`config.mk`:
```
export PLATFORM = sky130hd
export DESIGN_NAME = conf_store
export DESIGN_NICKNAME = d
export VERILOG_FILES = /design/src/rtl/conf_store.sv
export SDC_FILE = /design/constraint.sdc
export NUM_CORES = 1
export LEC_CHECK = 0
export CAP_MARGIN = 0
export CORE_MARGIN = 2
export CORE_UTILIZATION = 57
export DETAILED_ROUTE_END_ITERATION = 16
export GPL_ROUTABILITY_DRIVEN = 1
export PLACE_DENSITY = 0.86
export REMOVE_ABC_BUFFERS = 1
export SYNTH_ARGS = -nofsm -noshare
export SYNTH_HDL_FRONTEND = slang
export SYNTH_SLANG_ARGS = --single-unit
```
`constraint.sdc`:
```
create_clock -name clk -period 11.4 [get_ports clk]
set_clock_uncertainty 0.2 [all_clocks]
set_input_delay 1.71 -clock clk [delete_from_list [all_inputs] [get_ports clk]]
set_output_delay 1.71 -clock clk [all_outputs]
set_load 0.03 [all_outputs]
```
`src/rtl/conf_store.sv`:
```
// conf_store: five 6-digit BCD user options (DIT, DAH, WORD, TOL, PPU) with
// combinational indexed read, saturating digit-edit writes, and a serial
// BCD->binary converter (one digit per ce cycle) feeding the timing logic.
// Optional build macro: CONF_MIN_ONE_EN -- clamp converted values to >= 1.
module conf_store #(
   parameter int                  DIGITS   = 6,
   parameter int                  BIN_W    = 20,
   parameter logic [DIGITS*4-1:0] DEF_DIT  = 24'h000100,
   parameter logic [DIGITS*4-1:0] DEF_DAH  = 24'h000300,
   parameter logic [DIGITS*4-1:0] DEF_WORD = 24'h000700,
   parameter logic [DIGITS*4-1:0] DEF_TOL  = 24'h000050,
   parameter logic [DIGITS*4-1:0] DEF_PPU  = 24'h000001
) (
   input  logic                  clk,
   input  logic                  rst,
   input  logic                  ce,
   input  logic [2:0]            conf_selected_index,
   output logic [DIGITS*4-1:0]   conf_selected_value,
   input  logic [DIGITS*4-1:0]   conf_selected_new_value,
   input  logic                  conf_selected_set,
   output logic [BIN_W-1:0]      dit_units,
   output logic [BIN_W-1:0]      dah_units,
   output logic [BIN_W-1:0]      word_units,
   output logic [BIN_W-1:0]      tol_units,
   output logic [BIN_W-1:0]      ppu_units,
   output logic                  busy
);

   localparam int NOPT = 5;
   localparam int W    = DIGITS * 4;
   localparam int PW   = (DIGITS > 1) ? $clog2(DIGITS) : 1;

   // Same MSD-first x10 accumulation as the runtime converter, used to
   // derive the reset values of the binary outputs.
   function automatic logic [BIN_W-1:0] bcd2bin(input logic [W-1:0] v);
      logic [BIN_W+3:0] acc;
      acc = '0;
      for (int d = DIGITS - 1; d >= 0; d--)
         acc = (BIN_W+4)'(acc[BIN_W-1:0] * 10) + (BIN_W+4)'(v[d*4 +: 4]);
      return acc[BIN_W-1:0];
   endfunction

   // Clamp every nibble above 9 down to 9.
   function automatic logic [W-1:0] sat_bcd(input logic [W-1:0] v);
      logic [W-1:0] r;
      r = v;
      for (int d = 0; d < DIGITS; d++)
         if (v[d*4 +: 4] > 4'd9) r[d*4 +: 4] = 4'd9;
      return r;
   endfunction

   localparam logic [W-1:0]     DEF_BCD [NOPT] = '{DEF_DIT, DEF_DAH, DEF_WORD, DEF_TOL, DEF_PPU};
   localparam logic [BIN_W-1:0] DEF_BIN [NOPT] = '{bcd2bin(DEF_DIT), bcd2bin(DEF_DAH),
                                                   bcd2bin(DEF_WORD), bcd2bin(DEF_TOL),
                                                   bcd2bin(DEF_PPU)};

   // The load step is taken on the edge that leaves IDLE, so a conversion
   // occupies one load edge, DIGITS accumulate edges and one commit edge.
   typedef enum logic [1:0] {S_IDLE, S_CONV, S_COMMIT} state_t;

   state_t            r_state;
   logic [W-1:0]      r_bcd [NOPT];
   logic [BIN_W-1:0]  r_bin [NOPT];
   logic [NOPT-1:0]   r_pend;
   logic [2:0]        r_cur;
   logic [W-1:0]      r_snap;
   logic [BIN_W-1:0]  r_acc;
   logic [PW-1:0]     r_ptr;

   logic              w_wr;
   logic [NOPT-1:0]   w_set_vec;
   logic [NOPT-1:0]   w_clr_vec;
   logic [2:0]        w_lo;
   logic [W-1:0]      w_lo_bcd;
   logic [3:0]        w_digit;
   logic [BIN_W+3:0]  w_acc_ext;
   logic [BIN_W-1:0]  w_commit;
   logic              w_load;

   assign w_wr      = ce & conf_selected_set & (conf_selected_index < 3'(NOPT));
   assign w_load    = (r_state == S_IDLE) && (r_pend != '0);
   assign w_digit   = r_snap[{r_ptr, 2'b00} +: 4];
   assign w_acc_ext = ({4'b0000, r_acc} * (BIN_W+4)'(10)) + {{BIN_W{1'b0}}, w_digit};

`ifdef CONF_MIN_ONE_EN
   assign w_commit  = (r_acc == '0) ? BIN_W'(1) : r_acc;
`else
   assign w_commit  = r_acc;
`endif

   // Read mux, write one-hot, lowest pending option and its stored value.
   always_comb begin
      conf_selected_value = '0;
      w_set_vec           = '0;
      w_clr_vec           = '0;
      w_lo                = '0;
      w_lo_bcd            = '0;
      for (int i = 0; i < NOPT; i++) begin
         if (conf_selected_index == 3'(i)) conf_selected_value = r_bcd[i];
         w_set_vec[i] = w_wr && (conf_selected_index == 3'(i));
      end
      for (int i = NOPT - 1; i >= 0; i--)
         if (r_pend[i]) w_lo = 3'(i);
      for (int i = 0; i < NOPT; i++) begin
         if (w_lo == 3'(i)) w_lo_bcd = r_bcd[i];
         w_clr_vec[i] = w_load && (w_lo == 3'(i));
      end
   end

   // BCD option store: saturating writes from the menu.
   always_ff @(posedge clk or posedge rst) begin
      if (rst) begin
         for (int i = 0; i < NOPT; i++) r_bcd[i] <= DEF_BCD[i];
      end else if (ce) begin
         for (int i = 0; i < NOPT; i++)
            if (w_set_vec[i]) r_bcd[i] <= sat_bcd(conf_selected_new_value);
      end
   end

   // Pending tracking and serial conversion; a new set beats the load's clear.
   always_ff @(posedge clk or posedge rst) begin
      if (rst) begin
         r_state <= S_IDLE;
         r_pend  <= '0;
         r_cur   <= '0;
         r_snap  <= '0;
         r_acc   <= '0;
         r_ptr   <= '0;
         for (int i = 0; i < NOPT; i++) r_bin[i] <= DEF_BIN[i];
      end else if (ce) begin
         r_pend <= (r_pend & ~w_clr_vec) | w_set_vec;
         case (r_state)
            S_IDLE: begin
               if (w_load) begin
                  r_cur   <= w_lo;
                  r_snap  <= w_lo_bcd;
                  r_acc   <= '0;
                  r_ptr   <= PW'(DIGITS - 1);
                  r_state <= S_CONV;
               end
            end
            S_CONV: begin
               r_acc <= w_acc_ext[BIN_W-1:0];
               if (r_ptr == '0) r_state <= S_COMMIT;
               else             r_ptr   <= r_ptr - 1'b1;
            end
            S_COMMIT: begin
               for (int i = 0; i < NOPT; i++)
                  if (r_cur == 3'(i)) r_bin[i] <= w_commit;
               r_state <= S_IDLE;
            end
            default: r_state <= S_IDLE;
         endcase
      end
   end

   assign dit_units  = r_bin[0];
   assign dah_units  = r_bin[1];
   assign word_units = r_bin[2];
   assign tol_units  = r_bin[3];
   assign ppu_units  = r_bin[4];
   assign busy       = (r_state != S_IDLE) | (|r_pend);

endmodule
```
Word level (Yosys, flattened, before mapping)
Index checks and enable logic that the tools add are counted.

operators by class
  add/sub/neg operators = 2
  multiply operators = 1
  $lt $le $gt $ge = 7
  eq/ne operators = 17
  shifts and indexed selects = 1
  multiplexer cells = 29
  bitwise operators = 6
  reductions and logical operators = 34

operator list
  kind                                                   count
  2-to-1 mux 24 bit                                      10
  case mux 20 bit (2 select lines)                       1
  greater-than comparator 4 bit (second input constant)  6
  2-to-1 mux 4 bit                                       6
  AND reduction 3 bit                                    8
  indexed part select 24 x 6 -> 4 bit                    1
  2-to-1 mux 3 bit                                       7
  adder 20 x 4 -> 20 bit                                 1
  multiplier 20 x 3 -> 19 bit (second input constant)    1
  2-to-1 mux 20 bit                                      1
  == test 3 x 2 -> 1 bit (second input constant)         6
  zero test 3 bit                                        4
  logical AND 1 bit                                      11
  AND reduction 2 bit                                    5
  == test 3 x 1 -> 1 bit (second input constant)         3
  == test 3 bit (second input constant)                  3
  != test 2 bit (second input constant)                  3
  case mux 3 bit (2 select lines)                        1
  bitwise AND 5 bit                                      1
  NOT 5 bit                                              1
  bitwise OR 5 bit                                       1
  nonzero test 5 bit                                     1
  OR reduction 5 bit                                     1
  2-to-1 mux 2 bit                                       2
  other kinds (10)                                       12

storage, ports and cells
  flip-flop bits (word level) = 277
  input port bits = 31
  output and inout bits = 125
  word-level logic and storage cells = 113

Logic depth before layout (Yosys ltp)
  depth after elaboration = 11
  gate-level depth with buffers = 13
  depth with buffers taken out = 12

Least setup slack after synthesis
OpenSTA, ideal clock, no wires.

  path type = input to output
  from = in conf_selected_index[0]
  to = out conf_selected_value[14]
  data arrival time = 3591 ps
  data required time = 9490 ps
  slack = 5899 ps
  cell stages on the path = 7
  path buffers = 2
  cells stage by stage = clkbuf_1 > buf_1 > mux2i_1 > o21ai_0 > nor2b_1 > a31oi_1 > o22ai_1

between the ends
  longest elaborated chain between the ends = 6
  elaborated cells on any way between the ends = 10
  those cells by class = eq/ne (4); mux (5); reduce/logical (1)

RTL lines
  element                          RTL line  RTL
  from (decl)                      17        input logic [2:0] conf_selected_index,
  zero test 3 bit                  99        if (conf_selected_index == 3'(i)) conf_selected_value = r_bcd[i];
  2-to-1 mux 24 bit (4 in series)  99
  2-to-1 mux 24 bit (*)            99
  to (decl)                        18        output logic [DIGITS*4-1:0] conf_selected_value,

Every way passes the cells marked *; elsewhere a longest branch is shown, timed or not.

Worst setup path in the final report
  from = in conf_selected_index[1]
  to = out conf_selected_value[13]

Same word-level chain as after synthesis.

==> out/summary.txt <==
Initial DRC Count - 753
worst hold slack - 0.283 ns
Design Area, Final - 16400 um^2
MaxCap Viol Count - 0
worst-path cell chain - clkdlybuf4s50_1 > buf_4 > nor2b_1 > nand2_1 > o21ai_0 > nor2b_1 > a31oi_1 > o22ai_1 > clkdlybuf4s50_1
Synth Flop Type - dfrtp_1
crit path time final - 6.26 ns
post-CTS sizing - 0
sequential standard cell area - 6960 um^2
PwrDens - 238 nW/um^2
post-synthesis xor/xnor area fraction - 1.89%
Clock Tree Buf Depth - 3
mux cell area share after synthesis - 15.8%
Die Y - 158 um
max incr delay on CP - 0.71 ns
area share of fa/ha/maj cells after synthesis - 3.65%
Die X - 158 um
RSZ-0062 raised after global routing - false
Lkg Pwr - 7.34 nW
crit path max-delay cell type - clkdlybuf4s50_1
Yosys warnings - 0
R2R depth - 11
GPL Wtd Cong - 0.885
fin nets - 1382
Final Hold Fails - 0
Reg2Reg Setup Slack - 7.39 ns
Mapped Cells - 1183
Critical R2R Capture - r_acc[19]
non-filler cells, final - 1656
post-synthesis compound-gate area fraction - 14.8%
Max Transition Viols Final - 0
Tot Pwr - 3.90 mW
Initial Utilization - 57.6%
Critical Path Fanout Max - 37
synth unique cells - 67
die area - 24800 um^2
fmax - 160 MHz
I/O pin cnt - 156
critical path arrival - 4.35 ns
Post-CTS Setup Inserts - 0
most frequent cells in the layout - dfrtp_1, nand2_1, clkdlybuf4s50_1, o21ai_0, mux2_2
TritonCTS clock tree - yes
worst r2r src - r_acc[3]
Clock Latency Late Sink - 0.55 ns
CTS Sinks - 277
area occupied by multi-input gates - 6180 um^2
critical path class - input port to output pin
number of synthesized flops with an enable pin - 0
TNS Setup - 0 ns
GRT overflow - 0
Critical Path RT - 9.49 ns
Yosys reg bits - 277
DRC violations left - 0
status - finished, final reports clean
final setup fails - 0
largest family of logic cells by synthesized area - multiplexers
HPWL Detailed - 21600 um
CTS Hold Bufs - 0
hold path start - r_snap[12]
most common cell after layout, fill and taps aside - dfrtp_1
Vias per Instance - 6.15
Area Growth Syn to Fin - 22.0%
Vias - 10186
Root Driver - clkbuf_16
antenna diode instance count - 0
Worst Hold Path Cells - 2
H-Tree Depth - 1
hold endpoint - r_snap[12]
Hold Crit Class - flop to flop
Synth Area per Inst - 11.4 um^2
worst slew pin tran - 1.20 ns
global-route wire length before repair - 55100 um
initial antenna violation count - 0
row cnt - 56
Post-Synth Simple-Gate Area - 9.77%
Avg WL per Cell - 20.6 um
Post-DRT Antenna Nets - 0
buffers added on ports - 155
clock-pin transition on the worst setup and hold timing paths - 0.06 ns
VDD IR max - 0.147 mV
CP Capture Type - output pin
fraction of registers with async set/reset - 100%
Netlist Area Pre-Place - 13400 um^2
relative slew slack - 19.9%
GRT Total Usage - 28.1%
drt first pass iters - 5
Final Cycle Share - 54.9%
Fill cells - 1632
CORE AREA - 23300 um^2
Placed Area - 15300 um^2
placed cells - 1600
register area share after synthesis - 51.8%
vias in the first global route - 10466
DRT Wirelength - 34100 um
share of cells above drive strength 1 - 20.6%
largest net degree at the start of global routing - 140
Num CTS Buffers - 30
CP startpoint kind - input port
-- routing by layer --
metal	routed length, um	GRT usage [%]	share of wire (%)	up-vias
met1	13200	35.5	39	5020
met5	0	0	0	-
met3	2400	4.13	7.0	86
met4	1100	10.1	3.2	0
met2	17400	49.4	51	498
li1	-	-	-	4582
-- cell type report --
type                            count  share of cell area [%]
Timing Repair Buffer              171                    10.2
Tap cell                          319                    2.43
Clock inverter                     18                    1.57
Sequential cell                   277                    42.5
Clock buffer                       38                    5.32
Multi-Input combinational cell    822                    37.7
Inverter                           11                   0.298
-- Yosys cell counts, drive strengths merged (13+ instances only) --
master	instances	share of area (%)
nand2b	16	0.74
mux4	24	4.0
a22o	23	1.5
nand2	181	5.1
ha	36	3.4
xnor2	17	1.1
clkbuf	65	1.8
a21oi	35	1.4
o21ai	140	5.3
dfstp	26	5.1
nor2	29	0.83
mux2	132	11
a221oi	45	2.9
dfrtp	251	47
nor2b	13	0.61
-- critical path, delay by kind of cell --
kind            cells  cell delay [ns]
compound gates      3             0.38
simple gates        3             0.70
buf+inv             3             1.58
-- cells by family (layout without fill, tap and decap cells) --
| logic type | Yosys count | after routing |
|---|---|---|
| AO/OA/AOI/OAI | 305 | 305 |
| XOR/XNOR | 29 | 29 |
| adder cells (fa/ha/maj) | 38 | 38 |
| buffers and inverters | 84 | 238 |
| flip-flops | 277 | 277 |
| multiplexers | 165 | 165 |
| AND/OR/NAND/NOR | 285 | 285 |
-- power breakdown --
group          internal, mW  switching [mW]
clock                 0.676           0.405
combinational         0.578           0.790
sequential             1.21           0.241
total                  2.46            1.44
-- flip-flops by register name, summed over array words and instances (netlist names) --
name and cells:
word_units 20, r_snap 24, tol_units 20, r_bcd 120
r_ptr 3, r_state 2, r_pend 5, dit_units 20
ppu_units 20, dah_units 20, r_cur 3, r_acc 20
-- how the worst max path moves through the flow --
stage	slack, ns	from	cells past startpoint	end
3_3_place_gp	5.29	conf_selected_index[1]	9	conf_selected_value[17]
2_1_floorplan	1.90	rst	1	dah_units[0]
4_1_cts	5.21	conf_selected_index[1]	9	conf_selected_value[13]
6_report	5.14	conf_selected_index[1]	9	conf_selected_value[13]
3_5_place_dp	5.23	conf_selected_index[1]	9	conf_selected_value[13]
5_1_grt	4.95	conf_selected_index[1]	9	conf_selected_value[13]
-- metrics by stage --
stage | setup WS (ns) | util (%)
5_1_grt | 4.95 | 70.3
2_1_floorplan | 1.90 | -
3_5_place_dp | 5.23 | 65.4
3_3_place_gp | 5.29 | 65.4
4_1_cts | 5.21 | 70.3
6_report | 5.14 | 70.3
No activity file was read; power rests on OpenSTA's default activity.
